File: src/rtl/pa_pipe_pkg.sv
// Shared pipeline types and constants for the per-stage stall buffers.
package pa_pipe_pkg;

  typedef enum logic {
    RUN  = 1'b0,
    HOLD = 1'b1
  } stall_fsm_t;

  localparam int PIPE_DATA_W = 64;

  // Smallest n with 2**n >= value; sizes pointers and occupancy counters.
  function automatic int clog2(input int value);
    int result;
    result = 0;
    while ((1 << result) < value) begin
      result = result + 1;
    end
    return result;
  endfunction

endpackage

File: src/rtl/stall_fifo_mem.sv
// Register-array storage for the stall buffer: synchronous write, combinational read.
module stall_fifo_mem import pa_pipe_pkg::*; #(
  parameter int DATA_W = PIPE_DATA_W,
  parameter int DEPTH  = 4,
  localparam int ADDR_W = clog2(DEPTH)
) (
  input  logic              clock_i,
  input  logic              wr_en_i,
  input  logic [ADDR_W-1:0] wr_addr_i,
  input  logic [DATA_W-1:0] wr_data_i,
  input  logic [ADDR_W-1:0] rd_addr_i,
  output logic [DATA_W-1:0] rd_data_o
);

  logic [DATA_W-1:0] mem_q [DEPTH];

  always_ff @(posedge clock_i) begin
    if (wr_en_i) begin
      mem_q[wr_addr_i] <= wr_data_i;
    end
  end

  // Head is read straight from the array so a buffered entry costs no extra cycle.
  assign rd_data_o = mem_q[rd_addr_i];

endmodule

File: src/rtl/stage_stall_buffer.sv
// Per-stage elastic buffer: obeys the incoming stall, absorbs in-flight pushes and
// raises a hysteretic stall request back to the central stall unit.
module stage_stall_buffer import pa_pipe_pkg::*; #(
  parameter int DATA_W    = PIPE_DATA_W,
  parameter int DEPTH     = 4,
  parameter int STALL_LAT = 1,
  parameter int HI_MARK   = DEPTH - STALL_LAT,
  parameter int LO_MARK   = 1,
  localparam int PTR_W    = clog2(DEPTH),
  localparam int CNT_W    = clog2(DEPTH) + 1
) (
  input  logic              clock_i,
  input  logic              reset_i,
  input  logic              flush_i,
  input  logic              valid_i,
  input  logic [DATA_W-1:0] data_i,
  input  logic              stall_i,
  output logic              valid_o,
  output logic [DATA_W-1:0] data_o,
  output logic              stallReq_o,
  output logic [CNT_W-1:0]  count_o,
  output logic              overflow_o
);

  logic [PTR_W-1:0] wr_ptr_q, wr_ptr_d;
  logic [PTR_W-1:0] rd_ptr_q, rd_ptr_d;
  logic [CNT_W-1:0] count_q, count_d, count_next;
  logic             overflow_q, overflow_d;
  stall_fsm_t       state_q, state_d;
  logic             full, pop, push, wr_en;

  assign valid_o    = (count_q != '0);
  assign full       = (count_q == CNT_W'(DEPTH));
  assign pop        = valid_o & ~stall_i;
  // A pop in the same cycle frees the slot, so push-while-full is legal then.
  assign push       = valid_i & (~full | pop);
  assign count_next = count_q + {{(CNT_W-1){1'b0}}, push} - {{(CNT_W-1){1'b0}}, pop};
  assign wr_en      = push & ~flush_i;

  stall_fifo_mem #(
    .DATA_W (DATA_W),
    .DEPTH  (DEPTH)
  ) u_mem (
    .clock_i   (clock_i),
    .wr_en_i   (wr_en),
    .wr_addr_i (wr_ptr_q),
    .wr_data_i (data_i),
    .rd_addr_i (rd_ptr_q),
    .rd_data_o (data_o)
  );

  always_comb begin
    wr_ptr_d   = wr_ptr_q;
    rd_ptr_d   = rd_ptr_q;
    count_d    = count_next;
    overflow_d = overflow_q;
    state_d    = state_q;
    if (flush_i) begin
      wr_ptr_d = '0;
      rd_ptr_d = '0;
      count_d  = '0;
      state_d  = RUN;
    end else begin
      if (push) wr_ptr_d = wr_ptr_q + PTR_W'(1);
      if (pop)  rd_ptr_d = rd_ptr_q + PTR_W'(1);
      // Dropped payload must never go unnoticed; the flag is sticky until reset.
      if (valid_i && full && !pop) overflow_d = 1'b1;
      case (state_q)
        RUN:     if (count_next >= CNT_W'(HI_MARK)) state_d = HOLD;
        HOLD:    if (count_next <= CNT_W'(LO_MARK)) state_d = RUN;
        default: state_d = RUN;
      endcase
    end
  end

  always_ff @(posedge clock_i or negedge reset_i) begin
    if (!reset_i) begin
      wr_ptr_q   <= '0;
      rd_ptr_q   <= '0;
      count_q    <= '0;
      overflow_q <= 1'b0;
      state_q    <= RUN;
    end else begin
      wr_ptr_q   <= wr_ptr_d;
      rd_ptr_q   <= rd_ptr_d;
      count_q    <= count_d;
      overflow_q <= overflow_d;
      state_q    <= state_d;
    end
  end

  assign count_o    = count_q;
  assign overflow_o = overflow_q;
  assign stallReq_o = (state_q == HOLD);

endmodule
File: config.mk
export PLATFORM = sky130hd
export DESIGN_NAME = stage_stall_buffer
export DESIGN_NICKNAME = d
export VERILOG_FILES = /design/src/rtl/pa_pipe_pkg.sv /design/src/rtl/stall_fifo_mem.sv /design/src/rtl/stage_stall_buffer.sv
export SDC_FILE = /design/constraint.sdc
export NUM_CORES = 1
export LEC_CHECK = 0
export BUFFER_PORTS_ARGS = -buffer_cell sky130_fd_sc_hd__buf_2
export CAP_MARGIN = 30
export CORE_ASPECT_RATIO = 1.2
export CORE_MARGIN = 2
export CORE_UTILIZATION = 51
export CTS_CLUSTER_DIAMETER = 100
export DETAILED_ROUTE_END_ITERATION = 6
export GPL_TIMING_DRIVEN = 1
export PLACE_DENSITY = 0.85
export SLEW_MARGIN = 0
export SYNTH_ARGS = -nofsm -noshare
export SYNTH_HDL_FRONTEND = slang
export SYNTH_HIERARCHICAL = 1
export SYNTH_SLANG_ARGS = --single-unit
File: constraint.sdc
create_clock -name clock_i -period 6.52 [get_ports clock_i]
set_input_delay 0.326 -clock clock_i [delete_from_list [all_inputs] [get_ports clock_i]]
set_output_delay 0.326 -clock clock_i [all_outputs]
set_load 0.01 [all_outputs]
# Yosys cells after proc, flatten, opt, wreduce, memory -nomap -nowiden
# Memories as Yosys holds them, arrays and structs flattened.
# Cells that the tools add are included.
# classes
magnitude_cmp	2
n_eq_ne	1
muxes	11
reduce_logical	7
n_bitwise	8
n_addsub	4
# op_table
cell	n
2-bit 2-to-1 mux	4
1-bit 2-to-1 mux	5
2-bit by 1-bit adder with 2-bit output, second input constant	2
1-bit NOT	4
2-bit nonzero test	2
3-bit by 1-bit adder with 3-bit output	1
1-bit bitwise AND	3
3-bit equality test, second input constant	1
3-bit by 2-bit >= comparator with 1-bit output, second input constant	1
3-bit by 1-bit less-or-equal comparator with 1-bit output, second input constant	1
3-bit 2-to-1 mux	1
3-bit nonzero test	1
3-bit by 1-bit subtractor with 3-bit output	1
1-bit logical AND	2
1-bit case mux with 2 select lines	1
2-bit AND reduction	1
1-bit zero test	1
1-bit bitwise OR	1
# totals
wordCells	39
n_memories	1
register_bits	9
mem_bits_rw	256
input_bits	69
# memory_table
name	words	width	rd	rd_ports_with_merged_regs	write_ports	line_no	text
u_mem.mem_q	4	64	1	0	1	stall_fifo_mem.sv:15	logic [DATA_W-1:0] mem_q [DEPTH];

# Logic depth before layout (Yosys ltp)
# Gate-level depths: netlist of run 1.
# logic_depth
depth_word	10
ltp_mapped	10
ltp_nobuf	10

# Hierarchy
# The synthesis of run 1 kept the hierarchy.
# by_module_without_submodules
module	seq_area_each_um2	area_each_um2	n_inst	cells_each
stall_fifo_mem	7687.4	9341.5	1	338
stage_stall_buffer	225.2	473.0	1	44

# Least setup slack after synthesis of run 1
# Ideal clock, no wire load.
# synth_path
path_type	register to register
start	register count_q[1] (netlist: count_o[1])
end	memory u_mem/mem_q[0][0] (netlist name) (enable)
n_path_buf	0
path_slack_ns	0.239
path_stages_with_launch	5
t_required_ns	5.942
setup_ns	0.578
arrival_time_ns	5.703
period_less_slack_ns	6.281
cell_sequence	dfrtp_1 and4bb_4 nand2b_4 nor2_1 nor3b_1
# synth_between
elab_chain_len	7
elab_cells_between_ends	9
cone_classes	1 x eq/ne; 2 x mux; 5 x bitwise; 1 x reduce/logical
# synth_rtl
item	line_no	text
from (decl)	stage_stall_buffer.sv:27	logic [CNT_W-1:0] count_q, count_d, count_next;
from (signal assigned)	stage_stall_buffer.sv:86	count_q <= count_d;
3-bit nonzero test / 3-bit equality test (equally long branches)	stage_stall_buffer.sv:32, stage_stall_buffer.sv:33	
1-bit bitwise AND / 1-bit NOT (equally long branches)	stage_stall_buffer.sv:34, stage_stall_buffer.sv:36	
1-bit bitwise OR *	stage_stall_buffer.sv:36	assign push = valid_i & (~full | pop);
1-bit bitwise AND *	stage_stall_buffer.sv:36	
1-bit bitwise AND *	stage_stall_buffer.sv:38	assign wr_en = push & ~flush_i;
named net wr_en	stage_stall_buffer.sv:30	logic full, pop, push, wr_en;
1-bit 2-to-1 mux *	stall_fifo_mem.sv:18	if (wr_en_i) begin
1-bit 2-to-1 mux (implied by the code) *	stall_fifo_mem.sv:19	mem_q[wr_addr_i] <= wr_data_i;
to (decl)	stall_fifo_mem.sv:15	
# The timed path passes the listed nets; every way through them passes the cells marked *.

# Worst setup path in the final report of run 1
# layout_path
start	register rd_ptr_q[0]
end	output data_o[1]
# layout_between
elab_chain_len	1
# layout_rtl
item	line_no	text
from (decl)	stage_stall_buffer.sv:26	logic [PTR_W-1:0] rd_ptr_q, rd_ptr_d;
from (signal assigned)	stage_stall_buffer.sv:85	rd_ptr_q <= rd_ptr_d;
memory read 4 x 64 bit	n/a	
to (decl)	stage_stall_buffer.sv:19	output logic [DATA_W-1:0] data_o,
# Every way passes these cells.

==> results of run 1 <==
[cell families after synthesis]
| group | Yosys count | synth area share |
|---|---|---|
| compound gates | 7 | 0.00395 |
| xor+xnor | 2 | 0.00179 |
| fa+ha+maj | 3 | 0.00459 |
| buf+inv | 19 | 0.0189 |
| flops | 265 | 0.806 |
| mux | 66 | 0.151 |
| simple gates | 20 | 0.0139 |
[final timing paths]
kind	slack, ps	startpoint	to	cells past startpoint
min reg2reg	480	overflow_o	overflow_o	1
min in group asynchronous	200	reset_i	count_o[0]	2
max in group asynchronous	6070	reset_i	rd_ptr_q[0]	2
max	3490	rd_ptr_q[0]	data_o[1]	4
min	30	data_i[33]	u_mem/mem_q[3][33]	1
max reg2reg	4140	count_o[1]	stallReq_o	10
[synthesized netlist by cell type, types with 3 or more instances]
master	number
mux4_1	4
dfrtp_1	9
nor2_1	6
mux4_2	60
nor2b_1	3
buf_2	6
o21ai_0	4
edfxtp_1	256
buf_12	6
inv_1	4
[power by group]
part           internal, W  switching (W)  leakage, nW
Combinational     0.000326       0.000295         1.09
Clock             0.000783       0.000565        0.370
Sequential         0.00195      0.0000710         2.44
[metrics by stage]
step	total power (W)	instance area, µm²	cells	hold slack [ps]	setup slack, ps
after floorplan	0.00249	9810	382	30.4	239
after global placement	0.00266	10700	763	197	3810
after detailed placement	0.00268	10800	765	204	3780
after CTS	0.00403	11500	810	1.83	3240
after global routing	0.00416	11600	813	9.43	3260
final	0.00399	11600	813	25.8	3490
[registers in the layout (all words and copies together), names as in the netlist]
register / count
count_o: 3
rd_ptr_q: 2
wr_ptr_q: 2
u_mem/mem_q: 256
overflow_o: 1
stallReq_o: 1
[cells in the final DEF, fill, tap and decap left out, types with 3 or more instances in the layout]
cell	synthesis	layout
inv_1	4	4
clkbuf_16	0	25
nor2b_1	3	3
edfxtp_1	256	256
buf_16	0	4
mux4_1	4	4
clkinv_1	0	6
clkbuf_1	1	5
buf_2	6	138
mux4_2	60	60
o21ai_0	4	4
nor2_1	6	6
clkinv_2	0	3
dfrtp_1	9	7
[cell type report]
type                            instances  share of cell area
Sequential cell                       265               0.683
Tap cell                              256              0.0276
Clock inverter                         14              0.0107
Multi-Input combinational cell         98               0.149
Inverter                                4             0.00129
Timing Repair Buffer                  146              0.0729
Clock buffer                           30              0.0555
[layer usage]
layer  global-route usage  share of wire  vias to the layer above
met5                    0        0.00059                        -
met4               0.0471          0.016                        2
met3               0.0384          0.059                       27
met2                0.293           0.52                      148
met1                0.217           0.40                     2345
li1                     -              -                     1954
[critical path, cell delays in order (launching register included)]
cell     delay [ps]
dfrtp_4         680
buf_4           450
buf_12          300
mux4_1          610
buf_2           160
[repair_timing]
action                                 in CTS  in global routing
hold buffers                                1                  0
endpoints found under the hold margin       9                  0
resized for setup                           0                  0
==> flow_summary_export.csv, run 1 <==
group,metric,value,unit
die,die_w,131,µm
status,status,"finished clean",
critical_path,worstSetupPathType,"reg -> out",
die,ios,139,
detailed_routing,via_per_inst,5.51,
clock_network,clk_latency,510,ps
clock_network,path_clk_slew,60,ps
detailed_routing,route.antenna.remaining_nets,0,
logic_synthesis,syn_nets,454,
logic_synthesis,seq_area_frac_synth,0.806,
clock_network,cts_tree,"yes",
detailed_routing,drt_iter0_drc,327,
logic_synthesis,syn_area,9810,µm²
timing,skew,27.8,ps
worst_hold_path,min_path_type,"in -> reg",
timing,drv_slew,0,
global_route,grt_max_degree,67,
logic_synthesis,ys_ff_latch,265,
logic_synthesis,synth.avg_cell_area,25.7,µm²
timing,fin_crit_sh,0.465,
detailed_routing,routed_wl,16900,µm
timing,slew_headroom,0.358,
placed_design,io_buffers,138,
global_route,grt_pass1_wl,26000,µm
power_and_ir_drop,p_leak,3.90,nW
detailed_routing,route.detailed.drc,0,
cells_and_area,ff_latch_area,7920,µm²
critical_path,cp-start-kind,"flop",
detailed_routing,first_pass_iters,6,
power_and_ir_drop,p_per_area,344,nW/µm²
critical_path,end_kind,"output pin",
cells_and_area,final_util,0.615,
placed_design,dp_hpwl,9850,µm
die,design.die.area,20400,µm²
logic_synthesis,yosysWarnings,6,
timing,hold_viol,0,
global_route,antenna_found_initial,1,
timing,post-route-min-period,3030,ps
logic_synthesis,synthArstFlopShare,0.0340,
cells_and_area,drive_gt1_frac,0.445,
die,rows,55,
logic_synthesis,synth_edf_count,256,
cells_and_area,areaGrowthSynthToFinish,18.2,%
detailed_routing,routedWlPerCell,20.8,µm
logic_synthesis,synth_cells,382,
cells_and_area,multiInputGateArea,1730,µm²
cells_and_area,nets,612,
timing,rsz0062_at_grt,"false",
clock_network,cts-root-buf,"clkbuf_16",
clock_network,cts.path.max_buffers,3,
logic_synthesis,synthTopCellsByArea,"edfxtp_1 78%, mux4_2 14%, dfrtp_1 2.3%",
cells_and_area,n_antenna_cell,0,
die,initial_core_util,0.521,
clock_network,cts_buffers,25,
die,core_area,18900,µm²
detailed_routing,via_count,4476,
logic_synthesis,yosys.area.top_type,"edfxtp_1",
critical_path,critPathArrivalTime,2710,ps
critical_path,worstPathRequired,6190,ps
cells_and_area,final.fill_count,1329,
placed_design,gp_congestion,0.746,
clock_network,cts_setup_buffers,0,
timing,worst_pin_slew,963,ps
logic_synthesis,synth_ff_type,"edfxtp_1",
logic_synthesis,synth.distinct_cells,28,
global_route,gr-total-overflow,0,
die,die_height,156,µm
clock_network,htreeDepth,1,
timing,fmax,330,MHz
timing,fin_tns_setup,0,ps
global_route,track_usage,0.169,
global_route,grt_pass1_vias,4743,
critical_path,cp_max_fo,29,
timing,setup-violations-final,0,
run,cap_viol_max_count,0,
clock_network,clock_sinks,265,
logic_synthesis,synthDominantCellAreaShare,0.783,
power_and_ir_drop,irDropWorstVdd,0.241,mV
(Power assumes the default switching activity.)
==> run 2: changes to the inputs <==
==> constraint.sdc (replaced) <==
create_clock -name clock_i -period 2.7 [get_ports clock_i]
set_input_delay 0.135 -clock clock_i [delete_from_list [all_inputs] [get_ports clock_i]]
set_output_delay 0.135 -clock clock_i [all_outputs]
set_load 0.01 [all_outputs]
==> flow_summary_export.csv, run 2 (synthesis gave the netlist of run 1 again) <==
group,metric,value,unit
placed_design,io_buffers,138,
global_route,grt_pass1_wl,27900,µm
critical_path,cp_num_buf_inv,2,
timing,slew_headroom,0.364,
critical_path,cp_max_fo,5,
timing,hold_viol,0,
timing,post-route-min-period,2470,ps
global_route,antenna_found_initial,2,
power_and_ir_drop,irDropWorstVdd,0.573,mV
global_route,grt_use_met3,0.0367,
detailed_routing,first_pass_iters,4,
cells_and_area,largest_reg_flops,256,
clock_network,cts_tree,"yes",
global_route,grt_max_degree,67,
clock_network,cts.path.max_buffers,3,
worst_hold_path,min_path_type,"in -> async",
power_and_ir_drop,p_per_area,792,nW/µm²
clock_network,cts_buffers,25,
clock_network,clk_latency,490,ps
power_and_ir_drop,power,0.00976,W
critical_path,worstSetupPathType,"reg -> reg",
cells_and_area,layout_commonest_cell,"edfxtp_1",
global_route,grt.met2_usage,0.325,
cells_and_area,final.fill_count,1242,
global_route,track_usage,0.180,
timing,worst_pin_slew,953,ps
power_and_ir_drop,p_leak,4.19,nW
critical_path,crit_slowest_cell,"dfrtp_2",
timing,fmax,405,MHz
critical_path,cp-start-kind,"flop",
cells_and_area,nets,683,
cells_and_area,regMostFlops,"u_mem/mem_q",
timing,fin_crit_sh,0.915,
die,rows,55,
run,cap_viol_max_count,0,
detailed_routing,routed_wl,18000,µm
critical_path,end_kind,"flop",
critical_path,cp_top_family,"adder cells",
global_route,grt.met1_usage,0.220,
timing,drv_slew,0,
detailed_routing,drt_iter0_drc,243,
global_route,gr-total-overflow,0,
placed_design,dpl_cell_area,10800,µm²
die,core_area,18900,µm²
timing,skew,4.81,ps
die,ios,139,
detailed_routing,route.antenna.remaining_nets,0,
detailed_routing,via_per_inst,5.35,
clock_network,path_clk_slew,60,ps
critical_path,critPathArrivalTime,2840,ps
die,die_height,156,µm
detailed_routing,route.detailed.drc,0,
critical_path,worstPathCellList,"and4bb_4 -> nand2b_4 -> ha_1 -> inv_1 -> ha_1 -> inv_1 -> fa_1 -> xor2_1 -> xnor2_1 -> o21ai_0",
cells_and_area,drive_gt1_frac,0.399,
placed_design,gp_congestion,0.847,
die,design.die.area,20400,µm²
cells_and_area,final_cell_area,12300,µm²
cells_and_area,areaGrowthSynthToFinish,25.4,%
die,die_w,131,µm
clock_network,htreeDepth,1,
critical_path,worstPathRequired,3070,ps
die,initial_core_util,0.521,
clock_network,clock_sinks,265,
placed_design,dp_hpwl,10800,µm
status,status,"finished clean",
detailed_routing,routedWlPerCell,20.3,µm
timing,setup-violations-final,0,
clock_network,cts-root-buf,"clkbuf_16",
clock_network,post_cts_resized,0,
global_route,grt_pass1_vias,5322,
timing,rsz0062_at_grt,"false",
detailed_routing,via_count,4746,
timing,fin_tns_setup,0,ps
cells_and_area,layout_common_cells,"256 x edfxtp_1, 138 x buf_2, 68 x dlygate4sd3_1",
cells_and_area,final_util,0.653,
critical_path,slowest_delay,450,ps
global_route,grt_busiest_layer,"met2",
-- run 2: worst paths after layout --
check | from | endpoint | slack [ps] | cells after the start
worst max-delay path | count_o[1] | stallReq_o | 230 | 10
max in group asynchronous | reset_i | rd_ptr_q[0] | 2450 | 2
min in group clock_i | stall_i | rd_ptr_q[1] | 90 | 3
worst max register to register | count_o[1] | stallReq_o | 230 | 10
worst min register to register | overflow_o | overflow_o | 480 | 1
worst min-delay path | reset_i | overflow_o | 40 | 2
-- run 2: layout make-up --
cell class | instances | area, µm² | area share
sequential | 265 | 7920 | 0.643
multi-input combinational | 98 | 1750 | 0.142
timing repair buffer | 217 | 1540 | 0.125
clock buffer | 32 | 652 | 0.0529
tap | 256 | 320 | 0.0260
clock inverter | 13 | 109 | 0.00884
inverter | 4 | 15.0 | 0.00122
antenna | 2 | 5.00 | 0.000407
-- run 2: metal layers --
layer	vias to the layer above	share of wire
met1	2442	0.39
met4	0	0.018
li1	2101	-
met3	33	0.057
met2	170	0.54
met5	-	0
-- run 2: what timing repair did --
item,in CTS,in global routing
hold endpoints to repair,270,0
endpoints found under the setup margin,0,14
hold buffers,68,0
buffers inserted,0,1
-- run 2: stage by stage --
step / cells / worst slack (ps) / hold WS, ps
after detailed placement: 771 / 227 / -1.34
after global placement: 771 / 391 / -10.7
after CTS: 884 / 26.2 / 0.696
after floorplan: 382 / -324 / -161
after global routing: 887 / 102 / 33.7
final: 887 / 230 / 40.7
-- run 2: where the power goes --
group          leakage [nW]  switching (W)  internal, W
sequential             2.44       0.000178      0.00472
combinational          1.38       0.000759     0.000878
clock                 0.369        0.00133      0.00189
total                  4.19        0.00227      0.00749
